$ cat config.mk
export PLATFORM = sky130hd
export DESIGN_NAME = spsram_arbiter
export DESIGN_NICKNAME = d
export VERILOG_FILES = /design/src/rtl/spsram_pkg.sv /design/src/rtl/spsram_arbiter_rd_tag_pipe.sv /design/src/rtl/spsram_arbiter.sv
export SDC_FILE = /design/constraint.sdc
export NUM_CORES = 1
export LEC_CHECK = 0
export CORE_MARGIN = 8
export CORE_UTILIZATION = 38
export DETAILED_ROUTE_END_ITERATION = 8
export PLACE_DENSITY = 0.88
export SLEW_MARGIN = 20
export SYNTH_ARGS = -nofsm -noshare
export SYNTH_HDL_FRONTEND = slang
export SYNTH_SLANG_ARGS = --single-unit
$ cat constraint.sdc
create_clock -name i_clk -period 1.9 [get_ports i_clk]
set_input_delay 0.19 -clock i_clk [delete_from_list [all_inputs] [get_ports i_clk]]
set_output_delay 0.19 -clock i_clk [all_outputs]
set_load 0.05 [all_outputs]
$ cat src/rtl/spsram_pkg.sv
`default_nettype none
// ============================================================================
//  Module      : spsram_pkg
//  Description : Shared types and constants for the spsram arbiter family.
//  Revision    : 1.0  initial release
// ============================================================================
package spsram_pkg;

    localparam logic PORT_A     = 1'b0;
    localparam logic PORT_B     = 1'b1;
    localparam int   RD_LAT_MAX = 4;

    // One in-flight read: which requester gets the data back.
    typedef struct packed {
        logic valid;
        logic port;
    } rd_tag_t;

endpackage
`default_nettype wire

$ cat src/rtl/spsram_arbiter_rd_tag_pipe.sv
`default_nettype none
// ============================================================================
//  Module      : rd_tag_pipe
//  Description : RD_LAT-stage shift register of read tags, cleared on reset.
//  Revision    : 1.0  initial release
// ============================================================================
module rd_tag_pipe
    import spsram_pkg::*;
#(
    parameter int RD_LAT = 1
) (
    input  logic    i_clk,
    input  logic    i_rst,
    input  rd_tag_t i_tag,
    output rd_tag_t o_tag
);

    generate
        if (RD_LAT < 1 || RD_LAT > RD_LAT_MAX) begin : g_bad_lat
            $error("rd_tag_pipe: RD_LAT out of range 1..4");
        end
    endgenerate

    rd_tag_t stage_q [RD_LAT];

    always_ff @(posedge i_clk) begin
        if (i_rst) begin
            for (int i = 0; i < RD_LAT; i++) begin
                stage_q[i] <= '0;
            end
        end else begin
            stage_q[0] <= i_tag;
            for (int i = 1; i < RD_LAT; i++) begin
                stage_q[i] <= stage_q[i-1];
            end
        end
    end

    assign o_tag = stage_q[RD_LAT-1];

endmodule
`default_nettype wire

$ cat src/rtl/spsram_arbiter.sv
`default_nettype none
// ============================================================================
//  Module      : spsram_arbiter
//  Description : Round-robin sharing of one single-port SRAM by ports A and B,
//                with tagged read-data return.
//  Revision    : 1.0  initial release
// ============================================================================
module spsram_arbiter
    import spsram_pkg::*;
#(
    parameter int BW_DATA = 32,
    parameter int BW_ADDR = 5,
    parameter int RD_LAT  = 1
) (
    input  logic               i_clk,
    input  logic               i_rst,

    input  logic               i_a_req,
    input  logic               i_a_we,
    input  logic [BW_ADDR-1:0] i_a_addr,
    input  logic [BW_DATA-1:0] i_a_wdata,
    output logic               o_a_gnt,
    output logic               o_a_rvalid,
    output logic [BW_DATA-1:0] o_a_rdata,

    input  logic               i_b_req,
    input  logic               i_b_we,
    input  logic [BW_ADDR-1:0] i_b_addr,
    input  logic [BW_DATA-1:0] i_b_wdata,
    output logic               o_b_gnt,
    output logic               o_b_rvalid,
    output logic [BW_DATA-1:0] o_b_rdata,

    output logic               o_sram_cen,
    output logic               o_sram_wen,
    output logic               o_sram_oen,
    output logic [BW_ADDR-1:0] o_sram_addr,
    output logic [BW_DATA-1:0] o_sram_wdata,
    input  logic [BW_DATA-1:0] i_sram_rdata
);

    logic               rr_ptr_q, rr_ptr_d;
    logic               w_a_gnt, w_b_gnt;
    logic               w_cen, w_wen;
    logic [BW_ADDR-1:0] w_addr;
    logic [BW_DATA-1:0] w_wdata;
    rd_tag_t            w_tag_in, w_tag_out;
    logic               w_ret_a, w_ret_b;

    logic               a_rvalid_q, b_rvalid_q;
    logic [BW_DATA-1:0] a_rdata_q, b_rdata_q;

    // Grants are suppressed during reset so no command leaks to the SRAM.
    always_comb begin
        w_a_gnt  = ~i_rst & i_a_req & (~i_b_req | (rr_ptr_q == PORT_A));
        w_b_gnt  = ~i_rst & i_b_req & (~i_a_req | (rr_ptr_q == PORT_B));
        rr_ptr_d = rr_ptr_q;
        if (w_a_gnt) begin
            rr_ptr_d = PORT_B;
        end else if (w_b_gnt) begin
            rr_ptr_d = PORT_A;
        end
    end

    always_comb begin
        w_cen   = w_a_gnt | w_b_gnt;
        w_wen   = 1'b0;
        w_addr  = '0;
        w_wdata = '0;
        if (w_a_gnt) begin
            w_wen   = i_a_we;
            w_addr  = i_a_addr;
            w_wdata = i_a_wdata;
        end else if (w_b_gnt) begin
            w_wen   = i_b_we;
            w_addr  = i_b_addr;
            w_wdata = i_b_wdata;
        end
    end

    always_ff @(posedge i_clk) begin
        if (i_rst) begin
            rr_ptr_q <= PORT_A;
        end else begin
            rr_ptr_q <= rr_ptr_d;
        end
    end

    always_comb begin
        w_tag_in.valid = w_cen & ~w_wen;
        w_tag_in.port  = w_b_gnt ? PORT_B : PORT_A;
    end

    rd_tag_pipe #(
        .RD_LAT (RD_LAT)
    ) u_rd_tag_pipe (
        .i_clk  (i_clk),
        .i_rst  (i_rst),
        .i_tag  (w_tag_in),
        .o_tag  (w_tag_out)
    );

    assign w_ret_a = w_tag_out.valid & (w_tag_out.port == PORT_A);
    assign w_ret_b = w_tag_out.valid & (w_tag_out.port == PORT_B);

    // Read data lands one edge after the SRAM presents it; rdata holds otherwise.
    always_ff @(posedge i_clk) begin
        if (i_rst) begin
            a_rvalid_q <= 1'b0;
            b_rvalid_q <= 1'b0;
            a_rdata_q  <= '0;
            b_rdata_q  <= '0;
        end else begin
            a_rvalid_q <= w_ret_a;
            b_rvalid_q <= w_ret_b;
            if (w_ret_a) begin
                a_rdata_q <= i_sram_rdata;
            end
            if (w_ret_b) begin
                b_rdata_q <= i_sram_rdata;
            end
        end
    end

    assign o_a_gnt      = w_a_gnt;
    assign o_b_gnt      = w_b_gnt;
    assign o_a_rvalid   = a_rvalid_q;
    assign o_b_rvalid   = b_rvalid_q;
    assign o_a_rdata    = a_rdata_q;
    assign o_b_rdata    = b_rdata_q;
    assign o_sram_cen   = w_cen;
    assign o_sram_wen   = w_wen;
    assign o_sram_oen   = w_tag_out.valid & ~i_rst;
    assign o_sram_addr  = w_addr;
    assign o_sram_wdata = w_wdata;

    // A pending request must keep its payload until it is granted or withdrawn.
    a_payload_stable : assert property (@(posedge i_clk) disable iff (i_rst)
        ($past(i_a_req & ~o_a_gnt) && i_a_req) |->
            ({i_a_we, i_a_addr, i_a_wdata} == $past({i_a_we, i_a_addr, i_a_wdata})));

    b_payload_stable : assert property (@(posedge i_clk) disable iff (i_rst)
        ($past(i_b_req & ~o_b_gnt) && i_b_req) |->
            ({i_b_we, i_b_addr, i_b_wdata} == $past({i_b_we, i_b_addr, i_b_wdata})));

endmodule
`default_nettype wire

# Word level (Yosys, flattened, before mapping)
# Memory sizes are Yosys's and may differ from the RTL's.
# Cells that the tools add are included.
[totals]
register_bits = 67
word_cells = 39
mem_count = 1
ram_bits = 2
in_bits = 112
[classes]
n_reduce_logical = 2
bitwise = 17
muxes = 14
[memory_table]
columns = ["name", "words", "width", "rd", "rd_ports_with_merged_regs", "wr", "line_no", "source"]
rows = [
  ["u_rd_tag_pipe.stage_q", 1, 2, 1, 0, 1, "spsram_arbiter_rd_tag_pipe.sv:24", "rd_tag_t stage_q [RD_LAT];"],
]
[op_table]
columns = ["operator", "count"]
rows = [
  ["$mux W32", 2],
  ["$mux W5", 2],
  ["$mux W1", 9],
  ["$and A1 B1 Y1", 8],
  ["$not A1 Y1", 6],
  ["$or A1 B1 Y1", 3],
  ["$mux W2", 1],
  ["$reduce_bool A2 Y1", 1],
  ["$reduce_or A2 Y1", 1],
]

# Logic depth before layout (Yosys ltp)
[depth]
word_depth = 8
mapped_depth = 5
mapped_depth_nobuf = 3

# Modules after synthesis
# Synthesis repeated with hierarchy kept, for this count alone.
[hier_totals]
hier_cells = 397
area_unflattened_um2 = 3035.4
[by_module_without_submodules]
columns = ["mod", "area_per_inst_um2", "instances", "seq_area_each_um2", "cells_per_inst"]
rows = [
  ["spsram_arbiter", 2982.9, 1, 1341.3, 393],
  ["rd_tag_pipe", 52.6, 1, 40.0, 4],
]

# Least setup slack after synthesis
# Ideal clock, no wire load.
[synth_path]
kind = "input -> output"
from = "input i_b_req"
to = "output o_a_gnt"
path_stages = 4
required_time_ns = 1.710
arrival_ns = 1.425
path_buffers = 2
path_slack_ns = 0.285
path_cell_list = "buf_4 -> a21boi_4 -> buf_6 -> nor2b_1"
[synth_between]
elab_chain_cells = 3
[synth_rtl]
columns = ["item", "line_no", "source"]
rows = [
  ["from (decl)", "spsram_arbiter.sv:26", "input logic i_b_req,"],
  ["$not A1 Y1", "spsram_arbiter.sv:55", "w_a_gnt = ~i_rst & i_a_req & (~i_b_req | (rr_ptr_q == PORT_A));"],
  ["$or A1 B1 Y1", "spsram_arbiter.sv:55", ""],
  ["$and A1 B1 Y1", "spsram_arbiter.sv:55", ""],
  ["to (decl)", "spsram_arbiter.sv:22", "output logic o_a_gnt,"],
]
# Every way passes these cells.

# Final worst setup path
[layout_path]
from = "input i_b_req"
to = "output o_sram_wdata[17]"
[layout_between]
elab_chain_cells = 4
word_cells_on_any_way = 7
cone_classes = "2 x mux; 5 x bitwise"
[layout_rtl]
columns = ["item", "line_no", "source"]
rows = [
  ["$and A1 B1 Y1 or $not A1 Y1 (tied branches)", "spsram_arbiter.sv:56, spsram_arbiter.sv:55", ""],
  ["$and A1 B1 Y1 or $or A1 B1 Y1 (tied branches)", "spsram_arbiter.sv:56, spsram_arbiter.sv:55", ""],
  ["$mux W32 or $and A1 B1 Y1 (tied branches)", "spsram_arbiter.sv:74, spsram_arbiter.sv:55", ""],
  ["$mux W32 (*)", "spsram_arbiter.sv:70", "if (w_a_gnt) begin"],
  ["to (decl)", "spsram_arbiter.sv:38", "output logic [BW_DATA-1:0] o_sram_wdata,"],
]
# Every way passes the cells marked *; elsewhere a longest branch is shown, timed or not.

==> impl_metrics.py <==
metrics = {
    "outcome": {
        "run_status": "finished clean",
    },
    "critical_path": {
        "worst-endpoint-required_ps": 1710,
        "reg2reg_depth": 4,
        "cp_slowest_cell": "sky130_fd_sc_hd__clkdlybuf4s50_1",
        "worst-setup-path-type": "primary input to primary output",
        "setup.worst_path.start_class": "primary input",
        "crit_path_cell_trace": "clkdlybuf4s50_1, buf_4, a32oi_1, nor2_1, buf_12",
        "worst_path_largest_cell_delay_ps": 540,
        "crit_path_end_kind": "primary output",
        "arrival_ps": 1600,
        "worst-path-max-fanout": 24,
    },
    "power": {
        "power_frac_clock_pct": 33.0,
        "power_report.internal_total_mw": 2.849,
        "proportion_of_total_power_due_to_net_switching_pct": 31.23,
        "comb_power_share_pct": 30.3,
        "p_per_area_nw_per_um2": 696.4,
        "tot_pwr_mw": 4.142,
        "power_leakage_nw": 2.110,
        "ir_worst_vdd_mv": 0.3633,
        "seq_power_share_pct": 36.7,
        "switchingPower_mw": 1.294,
    },
    "placed_design": {
        "numPortBuffers": 219,
        "dpl.hpwl_um": 10260,
        "gp_congestion": 0.8005,
        "dpl.cell_count": 693,
        "postPlaceCellArea_um2": 5685,
        "pre_cts_ws_ps": 44.83,
    },
    "cells_and_area": {
        "stdcell_count": 710,
        "multi_input_comb_area_um2": 1494,
        "finish.instance_area_um2": 5948,
        "antennaDiodeCount": 0,
        "areaGrowthSynthToFinish_pct": 89.70,
        "filler_cell_count": 576,
        "area.sequential_um2": 1383,
        "layout.nets": 712,
        "layout_cell_share_with_drive_strength_beyond_1_pct": 16.36,
    },
    "drt": {
        "dr_drc_count": 0,
        "wl_per_cell_um": 19.15,
        "viasPerCell": 5.182,
        "dr_total_vias": 3679,
        "drt-initial-drc-count": 182,
        "wirelength_met1_um": 4959,
        "wl_met3_um": 1233,
        "routed.top_layer": "met4",
        "drtPass1Iterations": 4,
        "routed_wire_length_um": 13600,
        "met2WireLength_um": 7100,
        "ant_nets": 0,
    },
    "global_route": {
        "grt_max_degree": 51,
        "initial_antenna_violation_count": 0,
        "grtUsageTotal_pct": 22.82,
        "globalRouteOverflowTotal": 0,
        "grt_pass1_vias": 3774,
        "grt_first_pass_wirelength_um": 20620,
    },
    "synthesis": {
        "synth_ff_type": "sky130_fd_sc_hd__dfxtp_1",
        "synthCells": 396,
        "ys_top_cells_by_area": "sky130_fd_sc_hd__dfxtp_1 44%, sky130_fd_sc_hd__nand2_1 16%, sky130_fd_sc_hd__a32oi_1 11%",
        "net_count_synth": 508,
        "seq_area_frac_synth_pct": 44.05,
        "ffs_latches_synth": 69,
        "synth_area_leader_cell": "sky130_fd_sc_hd__dfxtp_1",
        "synth-warning-count": 0,
        "most_frequent_cells_after_synthesis": "131 x sky130_fd_sc_hd__nand2_1, 69 x sky130_fd_sc_hd__dfxtp_1, 52 x sky130_fd_sc_hd__a21oi_1",
        "synth.lib_cells_used.distinct": 17,
        "async_reset_ff_share_pct": 0,
        "yosysMostFrequentCell": "sky130_fd_sc_hd__nand2_1",
        "yosys.area.top_type_share_pct": 44.05,
        "number_of_flops_mapped_to_enable_cells_by_yosys": 0,
        "syn-cell-area_um2": 3136,
        "syn-mean-instance-area_um2": 7.918,
    },
    "sta": {
        "timing.final.crit_share_pct": 94.12,
        "clock.fmax_mhz": 559.2,
        "finalMaxSlewViolations": 0,
        "timing.setup.tns_ps": 0,
        "layout_setup_ws_ps": 111.7,
        "finalHoldViolCount": 0,
        "unrepaired_setup_endpoints_after_global_routing": "no",
        "setup-violations-final": 0,
        "worst_clock_skew_ps": 14.99,
        "period_minus_slack_ps": 1788,
        "measured_slew_at_the_worst_slew_check_pin_ps": 565.5,
        "max_slew_headroom_pct": 62.18,
    },
    "floorplan": {
        "fp.coreArea_um2": 8093,
        "floorplan.io_pins": 220,
        "die_y_um": 106.8,
        "x_dimension_of_the_die_um": 106.8,
        "dieArea_um2": 11410,
        "initial_utilization_pct": 38.74,
        "row_count": 33,
    },
    "cts": {
        "tritoncts": "built",
        "clkSlewWorstSetupHoldPaths_ps": 70,
        "worstSkewPairLatency_ps": 340,
        "root_buffer": "sky130_fd_sc_hd__clkbuf_8",
        "clock_tree.buffer_depth": 2,
        "clock-sinks": 69,
        "htree_num_levels": 3,
        "tritoncts.num_buffers": 9,
    },
    "hold_path": {
        "worst_hold_path_type": "primary input to flop",
        "min_delay_path_depth": 2,
    },
    "run": {
        "maxCapViolations": 0,
    },
}
cell type report:
class / count / area share, %
repair buffers: 231 / 45.54
multi-input cells: 289 / 25.12
flip-flops and latches: 69 / 23.24
clock buffers: 10 / 2.314
well taps: 105 / 2.209
clock inverters: 6 / 1.578
cell usage in the layout, fill, tap and decap left out, types with 2 or more instances in the layout:
master	Yosys	final
sky130_fd_sc_hd__and2_1	2	2
sky130_fd_sc_hd__clkdlybuf4s50_1	0	174
sky130_fd_sc_hd__a32oi_1	38	38
sky130_fd_sc_hd__a21oi_1	52	52
sky130_fd_sc_hd__bufinv_16	0	2
sky130_fd_sc_hd__a21oi_2	13	13
sky130_fd_sc_hd__nor2_2	0	7
sky130_fd_sc_hd__nand2_1	131	131
sky130_fd_sc_hd__dfxtp_1	69	68
sky130_fd_sc_hd__nor2b_1	4	3
sky130_fd_sc_hd__buf_4	6	13
sky130_fd_sc_hd__nor2_1	43	36
sky130_fd_sc_hd__clkinv_4	0	2
sky130_fd_sc_hd__clkbuf_8	0	10
sky130_fd_sc_hd__nand2b_4	1	2
sky130_fd_sc_hd__buf_12	0	43
what timing repair did:
| action | 4_1_cts | 5_1_grt |
|---|---|---|
| gates cloned | 1 | 0 |
| endpoints found under the setup margin | 27 | 9 |
| endpoints found under the hold margin | 0 | 0 |
| resized for setup | 2 | 8 |
| hold buffers | 0 | 0 |
| setup buffers | 0 | 0 |
kinds of logic after synthesis:
logic type             share of synthesized area [%]
and+or+nand+nor                                23.02
AOI/OAI and AO/OA                              23.54
DFF                                            44.05
buffers and inverters                          9.377
state kept, by name, summed over array words and instances (netlist names):
signal,cells
o_a_rdata,32
o_a_rvalid,1
o_b_rdata,32
o_b_rvalid,1
rr_ptr_q,1
u_rd_tag_pipe.stage_q,2
per-stage QoR:
stage	hold slack, ps	utilization (%)
floorplan	283.9	-
detailed placement	447.4	70.25
global placement	440.5	70.25
global route	374.0	73.50
CTS	326.1	73.27
finish	366.9	73.50
power groups by stage:
stage                     Clock (mW)  Sequential [mW]  Combinational, mW
final                           1.37             1.52               1.26
after CTS                       1.38             1.52               1.25
after global placement             0             1.55               1.22
after global routing            1.45             1.53               1.31
after detailed placement           0             1.55               1.24
after floorplan                    0             1.70              0.477
layer usage:
layer  up-vias  GRT usage (%)
li1       1755              -
met1      1713          23.10
met2       193          41.96
met3        18          8.578
met4         0          7.739
met5         -              0
worst max-delay path: cells and delay by family:
family	cells	cell delay [ps]
AND/OR/NAND/NOR	1	220
buffers and inverters	3	1020
AO/OA/AOI/OAI	1	160
worst paths after layout:
kind | startpoint | to | slack [ps]
setup / recovery | i_b_req | o_sram_wdata[17] | 110
hold / removal | i_rst | u_rd_tag_pipe.stage_q[0][0] | 370
setup reg to reg | u_rd_tag_pipe.stage_q[0][0] | o_b_rdata[7] | 580
hold reg to reg | o_b_rdata[13] | o_b_rdata[13] | 460
Note: power is estimated with default switching activity, not from simulation.
